<file path="src/rtl/mpu_alu_pkg.sv">
// mpu_alu_pkg: shared definitions for the mpu_alu issue/writeback stage.
//   - bit positions of the fields inside the 32-bit instruction word
//   - ALU opcode constants
//   - issue FSM state encoding
//   - lane helpers: lane_mask(size, sel) and lane_valid(size, sel)
package mpu_alu_pkg;

    // Field LSB positions inside in_inst; op and size are 4 and 2 bits, all others 3 bits.
    localparam int unsigned OP_LSB   = 28;
    localparam int unsigned SIZE_LSB = 26;
    localparam int unsigned R0_LSB   = 23;
    localparam int unsigned S0_LSB   = 20;
    localparam int unsigned R1_LSB   = 17;
    localparam int unsigned S1_LSB   = 14;
    localparam int unsigned R2_LSB   = 11;
    localparam int unsigned S2_LSB   = 8;
    localparam int unsigned RD_LSB   = 5;
    localparam int unsigned SRES_LSB = 2;

    localparam logic [3:0] OP_NOP  = 4'd0;
    localparam logic [3:0] OP_MASK = 4'd1;
    localparam logic [3:0] OP_CMP  = 4'd2;
    localparam logic [3:0] OP_LT   = 4'd3;

    typedef enum logic [1:0] {
        StIdle = 2'd0,
        StRead = 2'd1,
        StExec = 2'd2,
        StWb   = 2'd3
    } issue_state_t;

    // W ones (W = 8 << size) placed at bit offset sel*W. Out-of-range lanes
    // may shift the ones off the top; callers gate with lane_valid.
    function automatic logic [63:0] lane_mask(input logic [1:0] size, input logic [2:0] sel);
        logic [63:0] base;
        int unsigned w;
        int unsigned off;
        case (size)
            2'd0:    base = 64'h0000_0000_0000_00FF;
            2'd1:    base = 64'h0000_0000_0000_FFFF;
            2'd2:    base = 64'h0000_0000_FFFF_FFFF;
            default: base = 64'hFFFF_FFFF_FFFF_FFFF;
        endcase
        w   = 32'd8 << size;
        off = 32'(sel) * w;
        return base << off;
    endfunction

    // A lane exists iff sel < 8 >> size.
    function automatic logic lane_valid(input logic [1:0] size, input logic [2:0] sel);
        return (4'(sel) < (4'd8 >> size));
    endfunction

endpackage

</file>
<file path="src/rtl/mpu_alu_regfile.sv">
// mpu_alu_regfile: 8 x 64-bit register file.
//   clk, rst             clock and synchronous active-high reset
//   we, waddr, wdata,    single bit-masked write port; bits set in wmask
//   wmask                take wdata, the others keep their old value
//   raddr0..2 / rdata0..2 combinational operand reads
//   dbg_addr / dbg_data  combinational debug read
// With CLEAR_ON_RESET = 1 every register is zeroed while rst is high.
module mpu_alu_regfile #(
    parameter bit CLEAR_ON_RESET = 1'b1
) (
    input  logic        clk,
    input  logic        rst,
    input  logic        we,
    input  logic [2:0]  waddr,
    input  logic [63:0] wdata,
    input  logic [63:0] wmask,
    input  logic [2:0]  raddr0,
    input  logic [2:0]  raddr1,
    input  logic [2:0]  raddr2,
    input  logic [2:0]  dbg_addr,
    output logic [63:0] rdata0,
    output logic [63:0] rdata1,
    output logic [63:0] rdata2,
    output logic [63:0] dbg_data
);

    logic [63:0] mem [8];

    always_ff @(posedge clk) begin
        if (rst && CLEAR_ON_RESET) begin
            for (int i = 0; i < 8; i++) begin
                mem[i] <= '0;
            end
        end else if (we) begin
            mem[waddr] <= (mem[waddr] & ~wmask) | (wdata & wmask);
        end
    end

    assign rdata0   = mem[raddr0];
    assign rdata1   = mem[raddr1];
    assign rdata2   = mem[raddr2];
    assign dbg_data = mem[dbg_addr];

endmodule

</file>
<file path="src/rtl/mpu_alu_issue.sv">
// mpu_alu_issue: issue/writeback stage around the combinational mpu_alu.
//   sys_clk, sys_rst           clock, synchronous active-high reset
//   in_valid/in_ready/in_inst  instruction handshake (one per 4 cycles)
//   ld_en/ld_addr/ld_data      host register load, honoured only when idle
//   dbg_addr/dbg_data          combinational register read-back
//   alu_op..alu_sres           registered operands/controls to mpu_alu
//   alu_res/alu_flags          results from mpu_alu, sampled in EXEC
//   flags                      architectural flags register
//   done/err                   writeback pulse; err flags an out-of-range sres lane
// Sequence: IDLE (accept) -> READ (load ALU inputs) -> EXEC (capture result)
// -> WB (merge lane into rd, update flags) -> IDLE.
module mpu_alu_issue
    import mpu_alu_pkg::*;
#(
    parameter bit CLEAR_ON_RESET = 1'b1
) (
    input  logic        sys_clk,
    input  logic        sys_rst,
    input  logic        in_valid,
    output logic        in_ready,
    input  logic [31:0] in_inst,
    input  logic        ld_en,
    input  logic [2:0]  ld_addr,
    input  logic [63:0] ld_data,
    input  logic [2:0]  dbg_addr,
    output logic [63:0] dbg_data,
    output logic [3:0]  alu_op,
    output logic [1:0]  alu_size,
    output logic [63:0] alu_o0,
    output logic [63:0] alu_o1,
    output logic [63:0] alu_o2,
    output logic [2:0]  alu_s0,
    output logic [2:0]  alu_s1,
    output logic [2:0]  alu_s2,
    output logic [2:0]  alu_sres,
    input  logic [63:0] alu_res,
    input  logic [7:0]  alu_flags,
    output logic [7:0]  flags,
    output logic        done,
    output logic        err
);

    issue_state_t state, state_next;

    // Decoded instruction, held from accept until writeback
    logic [3:0]  op_l;
    logic [1:0]  size_l;
    logic [2:0]  r0_l, s0_l, r1_l, s1_l, r2_l, s2_l, rd_l, sres_l;

    logic [63:0] res_hold;
    logic [7:0]  flags_hold;

    logic [63:0] rdata0, rdata1, rdata2;
    logic        we;
    logic [2:0]  waddr;
    logic [63:0] wdata, wmask;
    logic        lane_ok, wb_ok, accept;

    logic unused_inst_bits;
    assign unused_inst_bits = ^in_inst[1:0];

    assign lane_ok = lane_valid(size_l, sres_l);
    assign wb_ok   = (op_l != OP_NOP) && lane_ok;
    assign accept  = in_valid && in_ready;

    mpu_alu_regfile #(
        .CLEAR_ON_RESET (CLEAR_ON_RESET)
    ) u_regfile (
        .clk      (sys_clk),
        .rst      (sys_rst),
        .we       (we && !sys_rst),
        .waddr    (waddr),
        .wdata    (wdata),
        .wmask    (wmask),
        .raddr0   (r0_l),
        .raddr1   (r1_l),
        .raddr2   (r2_l),
        .dbg_addr (dbg_addr),
        .rdata0   (rdata0),
        .rdata1   (rdata1),
        .rdata2   (rdata2),
        .dbg_data (dbg_data)
    );

    always_ff @(posedge sys_clk) begin
        if (sys_rst) begin
            state <= StIdle;
        end else begin
            state <= state_next;
        end
    end

    // Next state, handshake, and the shared write port. Host load and
    // writeback use the same port; they never collide since they live in
    // different states.
    always_comb begin
        state_next = state;
        in_ready   = 1'b0;
        done       = 1'b0;
        err        = 1'b0;
        we         = 1'b0;
        waddr      = ld_addr;
        wdata      = ld_data;
        wmask      = '1;
        case (state)
            StIdle: begin
                in_ready = !ld_en;
                if (ld_en) begin
                    we = 1'b1;
                end else if (in_valid) begin
                    state_next = StRead;
                end
            end
            StRead: state_next = StExec;
            StExec: state_next = StWb;
            StWb: begin
                done       = 1'b1;
                err        = !lane_ok;
                state_next = StIdle;
                if (wb_ok) begin
                    we    = 1'b1;
                    waddr = rd_l;
                    wdata = res_hold;
                    wmask = lane_mask(size_l, sres_l);
                end
            end
            default: state_next = StIdle;
        endcase
    end

    always_ff @(posedge sys_clk) begin
        if (sys_rst) begin
            op_l       <= '0;
            size_l     <= '0;
            r0_l       <= '0;
            s0_l       <= '0;
            r1_l       <= '0;
            s1_l       <= '0;
            r2_l       <= '0;
            s2_l       <= '0;
            rd_l       <= '0;
            sres_l     <= '0;
            alu_op     <= '0;
            alu_size   <= '0;
            alu_o0     <= '0;
            alu_o1     <= '0;
            alu_o2     <= '0;
            alu_s0     <= '0;
            alu_s1     <= '0;
            alu_s2     <= '0;
            alu_sres   <= '0;
            res_hold   <= '0;
            flags_hold <= '0;
            flags      <= '0;
        end else begin
            if (state == StIdle && accept) begin
                op_l   <= in_inst[OP_LSB +: 4];
                size_l <= in_inst[SIZE_LSB +: 2];
                r0_l   <= in_inst[R0_LSB +: 3];
                s0_l   <= in_inst[S0_LSB +: 3];
                r1_l   <= in_inst[R1_LSB +: 3];
                s1_l   <= in_inst[S1_LSB +: 3];
                r2_l   <= in_inst[R2_LSB +: 3];
                s2_l   <= in_inst[S2_LSB +: 3];
                rd_l   <= in_inst[RD_LSB +: 3];
                sres_l <= in_inst[SRES_LSB +: 3];
            end
            if (state == StRead) begin
                alu_o0   <= rdata0;
                alu_o1   <= rdata1;
                alu_o2   <= rdata2;
                alu_op   <= op_l;
                alu_size <= size_l;
                alu_s0   <= s0_l;
                alu_s1   <= s1_l;
                alu_s2   <= s2_l;
                alu_sres <= sres_l;
            end
            if (state == StExec) begin
                res_hold   <= alu_res;
                flags_hold <= alu_flags;
            end
            if (state == StWb && wb_ok) begin
                flags <= flags_hold;
            end
        end
    end

endmodule

</file>
<file path="config.mk">
export PLATFORM = sky130hd
export DESIGN_NAME = mpu_alu_issue
export DESIGN_NICKNAME = d
export VERILOG_FILES = /design/src/rtl/mpu_alu_pkg.sv /design/src/rtl/mpu_alu_regfile.sv /design/src/rtl/mpu_alu_issue.sv
export SDC_FILE = /design/constraint.sdc
export NUM_CORES = 2
export LEC_CHECK = 0
export BUFFER_PORTS_ARGS = -buffer_cell sky130_fd_sc_hd__buf_4
export CAP_MARGIN = 25
export CELL_PAD_IN_SITES_DETAIL_PLACEMENT = 2
export CELL_PAD_IN_SITES_GLOBAL_PLACEMENT = 2
export CORE_MARGIN = 4
export CORE_UTILIZATION = 45
export DETAILED_ROUTE_END_ITERATION = 8
export PLACE_DENSITY = 0.89
export SYNTH_ARGS = -nofsm -noshare
export SYNTH_HDL_FRONTEND = slang
export SYNTH_SLANG_ARGS = --single-unit
</file>
<file path="constraint.sdc">
create_clock -name sys_clk -period 9.7 [get_ports sys_clk]
set_input_delay 0.485 -clock sys_clk [delete_from_list [all_inputs] [get_ports sys_clk]]
set_output_delay 0.485 -clock sys_clk [all_outputs]
set_load 0.02 [all_outputs]
</file>
==> results.ini <==
[timing]
fin_crit_sh=0.7403
max_freq_mhz=139.3
report.final.slew_viol_count=0
final-hold-violation-count=0
period_minus_slack_ns=7.181
slew_headroom=0.1681
fin_worst_skew_ns=0.02345
worstMarginPinSlew_ns=1.248
rsz0062_at_grt=no
fin_tns_setup_ns=0
setup_viol=0

[floorplan]
io_pins=463
die_area_um2=119900
core_area_um2=113000
die_h_um=346.2
die_x_um=346.2
row_count=123
start_util=0.4557

[placed_design]
port-buffer-count=460
placed_area_um2=55940
gp_congestion=0.8405
hpwlAfterDp_um=146100

[global_routing]
grt_util_met2=0.6392
grt_pass1_wl_um=360400
grt_overflow=0
grt_use_met1=0.4785
antenna_found_initial=14
grt_use_met3=0.1200
top_usage_layer=met2
grt_pass1_vias=49530
grt_max_degree=127
grt_usage=0.4074

[critical_path]
path_delay_family=simple AND/OR/NAND/NOR gates
cp_slowest_stage_delay_ns=0.94
cp.required_ns=10.02
worstReg2RegEnd=u_regfile.mem[3][1]$_SDFFCE_PN0P_
critPathSlowestCell=nand2b_4
cp_max_fo=126
crit_chain=nor2b_1 > ha_1 > nor2_1 > and3b_2 > nor3_4 > buf_12 > a21oi_1 > nor3_4 > nand3_4 > nand2b_4 > buf_4
end_kind=register
cp_common_cell=nor3_4
r2r_setup_slack_ns=2.52
crit_arrival_ns=7.50
setup.worst_path.start_class=register
rr_worst_depth=11
cp_num_buf_inv=2
r2r_start=size_l[0]$_SDFFE_PP0P_
criticalPathCategory=register to register

[route]
drtPass1Iterations=6
wire_per_inst_um=41.61
vias=45860
viasPerCell=7.585
drtAntennaViolNets=0
drt_wl_total_um=251600
drcViolationCount=0
drtIter0Drc=7515

[final_layout]
syn2layout_area_growth_pct=15.42
final_nets=4653
finish.utilization=0.5259
drive_above_1_share=0.3170
stdcell_area_um2=59410
nFillCells=10690

[synthesis]
synth_area_um2=51470
synthFlopType=edfxtp_1
synth_edf_count=512
async_flop_share=0
synth_nets=4425
synth_cell_types=68
ys_seq_elements=834
syn_area_per_cell_um2=12.17
synthCells=4230
yosysWarningCount=0
ys_seq_area_frac=0.4239

[clock_tree]
cts-buffers-inserted=97
post-cts-setup-buffers=0
cts_sinks=834
cts_buffer_depth=3
path_clk_slew_ns=0.07
htreeDepth=3
cts_tree=built
root_buffer=clkbuf_16
clock_latency_ns=0.71

[outcome]
status=complete, no violations

[power]
vdd_drop_max_v=0.0001336
p_per_area_nw_per_um2=228.5
p_leak_nw=19.82

[min_path]
hold_path.class=input pin to register
hold_depth=3
min_to=res_hold[63]$_SDFFE_PP0P_
min_from=alu_res[63]

[run]
cap_violations=0

## worst register-to-register path, delay by kind of cell (launching register included)
family | cells | cell delay, ns
flip-flops | 1 | 0.91
AO/OA/AOI/OAI | 1 | 0.33
buffers and inverters | 2 | 1.49
AND/OR/NAND/NOR | 7 | 3.67
adder cells (fa/ha/maj) | 1 | 0.36
## worst max-delay path by stage
| stage | from | end | slack [ns] | depth (start not counted) |
|---|---|---|---|---|
| 4_1_cts | size_l[0]$_SDFFE_PP0P_ | u_regfile.mem[2][9]$_SDFFCE_PN0P_ | 2.86 | 11 |
| 3_3_place_gp | size_l[0]$_SDFFE_PP0P_ | u_regfile.mem[3][50]$_SDFFCE_PN0P_ | 3.21 | 11 |
| 2_1_floorplan | size_l[0]$_SDFFE_PP0P_ | u_regfile.mem[4][0]$_SDFFCE_PN0P_ | 5.14 | 13 |
| 3_5_place_dp | size_l[0]$_SDFFE_PP0P_ | u_regfile.mem[6][15]$_SDFFCE_PN0P_ | 3.04 | 11 |
| 5_1_grt | size_l[0]$_SDFFE_PP0P_ | u_regfile.mem[3][1]$_SDFFCE_PN0P_ | 2.58 | 11 |
| 6_report | size_l[0]$_SDFFE_PP0P_ | u_regfile.mem[3][1]$_SDFFCE_PN0P_ | 2.52 | 11 |
## cell type report
type | count | area, µm² | share of cell area
antenna | 4 | 10.01 | 0.0001685
sequential | 834 | 21860 | 0.3680
timing repair buffer | 553 | 4302 | 0.07241
inverter | 21 | 78.83 | 0.001327
clock buffer | 148 | 2965 | 0.04992
clock inverter | 35 | 289.0 | 0.004865
multi-input combinational | 2951 | 28030 | 0.4718
tap | 1500 | 1877 | 0.03159
## cell usage in the layout (no fill, tap or decap), types with 11 or more instances in the layout
| master | Yosys | routed |
|---|---|---|
| buf_4 | 13 | 538 |
| or4_1 | 11 | 11 |
| nand4_1 | 13 | 13 |
| and3_1 | 12 | 12 |
| nor2_1 | 864 | 864 |
| a211oi_2 | 20 | 20 |
| a21oi_1 | 95 | 95 |
| o221ai_1 | 20 | 20 |
| ha_1 | 14 | 12 |
| a211oi_1 | 232 | 232 |
| nand2_1 | 126 | 124 |
| nor3_1 | 18 | 18 |
| mux4_2 | 528 | 528 |
| a31oi_1 | 32 | 32 |
| dfxtp_1 | 322 | 312 |
| clkbuf_16 | 0 | 109 |
| nor4_1 | 14 | 14 |
| clkbuf_1 | 246 | 29 |
| clkinv_2 | 0 | 17 |
| inv_1 | 21 | 21 |
| edfxtp_1 | 512 | 512 |
| mux2_2 | 83 | 83 |
| nand3_1 | 112 | 105 |
| o22ai_1 | 24 | 23 |
| mux2_1 | 22 | 22 |
| a31o_2 | 14 | 14 |
| o22a_1 | 18 | 18 |
| mux2i_1 | 418 | 418 |
| o31ai_4 | 29 | 29 |
| o21ai_0 | 99 | 99 |
## kinds of logic after synthesis
group,Yosys count,share of synthesized area
AND/OR/NAND/NOR,1230,0.1015
multiplexers,1052,0.3356
flip-flops,834,0.4239
AO/OA/AOI/OAI,652,0.09884
buffers and inverters,445,0.03556
adder cells (fa/ha/maj),17,0.004570
## Yosys cell counts (8+ instances only)
master    number  area, µm²
nand3_1      112      560.5
nor2_1       864       3243
and3_1        12      75.07
mux2_2        83      934.7
buf_4         13      97.59
mux2_1        22      247.7
mux2i_1      418       4184
a31o_2        14      122.6
nand2_1      126      473.0
nor3_1        18      90.09
buf_1         86      322.8
and2_1         9      56.30
a21oi_1       95      475.5
a211oi_4       8      160.2
a211oi_1     232       1742
ha_1          14      175.2
o31ai_4       29      616.8
clkbuf_1     246      923.4
inv_1         21      78.83
o22ai_1       24      150.1
nand2b_1      17      106.4
o21ai_0       99      495.5
nor4_1        14      87.58
mux4_2       528      11890
dfxtp_1      322       6446
a211oi_2      20      250.2
buf_2         77      385.4
o221ai_1      20      175.2
edfxtp_1     512      15370
a31oi_1       32      200.2
o22a_1        18      157.7
or4_1         11      82.58
nand4_1       13      81.33
## report_power, final
part | internal (W) | switching (W) | leakage [nW]
Clock | 0.00222 | 0.00167 | 1.60
Combinational | 0.00179 | 0.00292 | 10.3
Sequential | 0.00435 | 0.000627 | 7.94
## per-stage QoR
| stage | setup slack (ns) | cells | hold WS [ns] | power, W |
|---|---|---|---|---|
| after floorplan | 5.143 | 4230 | 0.4312 | 0.007563 |
| after global placement | 3.209 | 5847 | 0.4376 | 0.009175 |
| after global routing | 2.576 | 6043 | 0.02913 | 0.01395 |
| final | 2.519 | 6046 | 0.02794 | 0.01357 |
| after detailed placement | 3.044 | 5848 | 0.4552 | 0.009496 |
| after CTS | 2.861 | 6035 | 0.00004730 | 0.01345 |
## metal layers
metal | share of wire | vias up
met3 | 0.13 | 1423
met1 | 0.33 | 23090
met5 | 0.00085 | -
met4 | 0.083 | 12
met2 | 0.46 | 4412
li1 | - | 16920
## sequential cells by signal, indices dropped and copies added (netlist names)
| name | flops |
|---|---|
| res_hold | 64 |
| s0_l | 3 |
| op_l | 4 |
| r2_l | 3 |
| alu_o0 | 64 |
| rd_l | 3 |
| alu_s1 | 3 |
| alu_size | 2 |
| alu_o2 | 64 |
| r0_l | 3 |
| r1_l | 3 |
| alu_op | 4 |
| flags | 8 |
| s1_l | 3 |
| sres_l | 3 |
| alu_sres | 3 |
| u_regfile.mem | 512 |
| s2_l | 3 |
| alu_s2 | 3 |
| flags_hold | 8 |
| alu_s0 | 3 |
| alu_o1 | 64 |
| state | 2 |
| size_l | 2 |
## timing repair
item | 4_1_cts | 5_1_grt
hold buffers | 4 | 0
resized for setup | 0 | 0
hold endpoints to repair | 4 | 0
No activity file was read; power rests on OpenSTA's default activity.
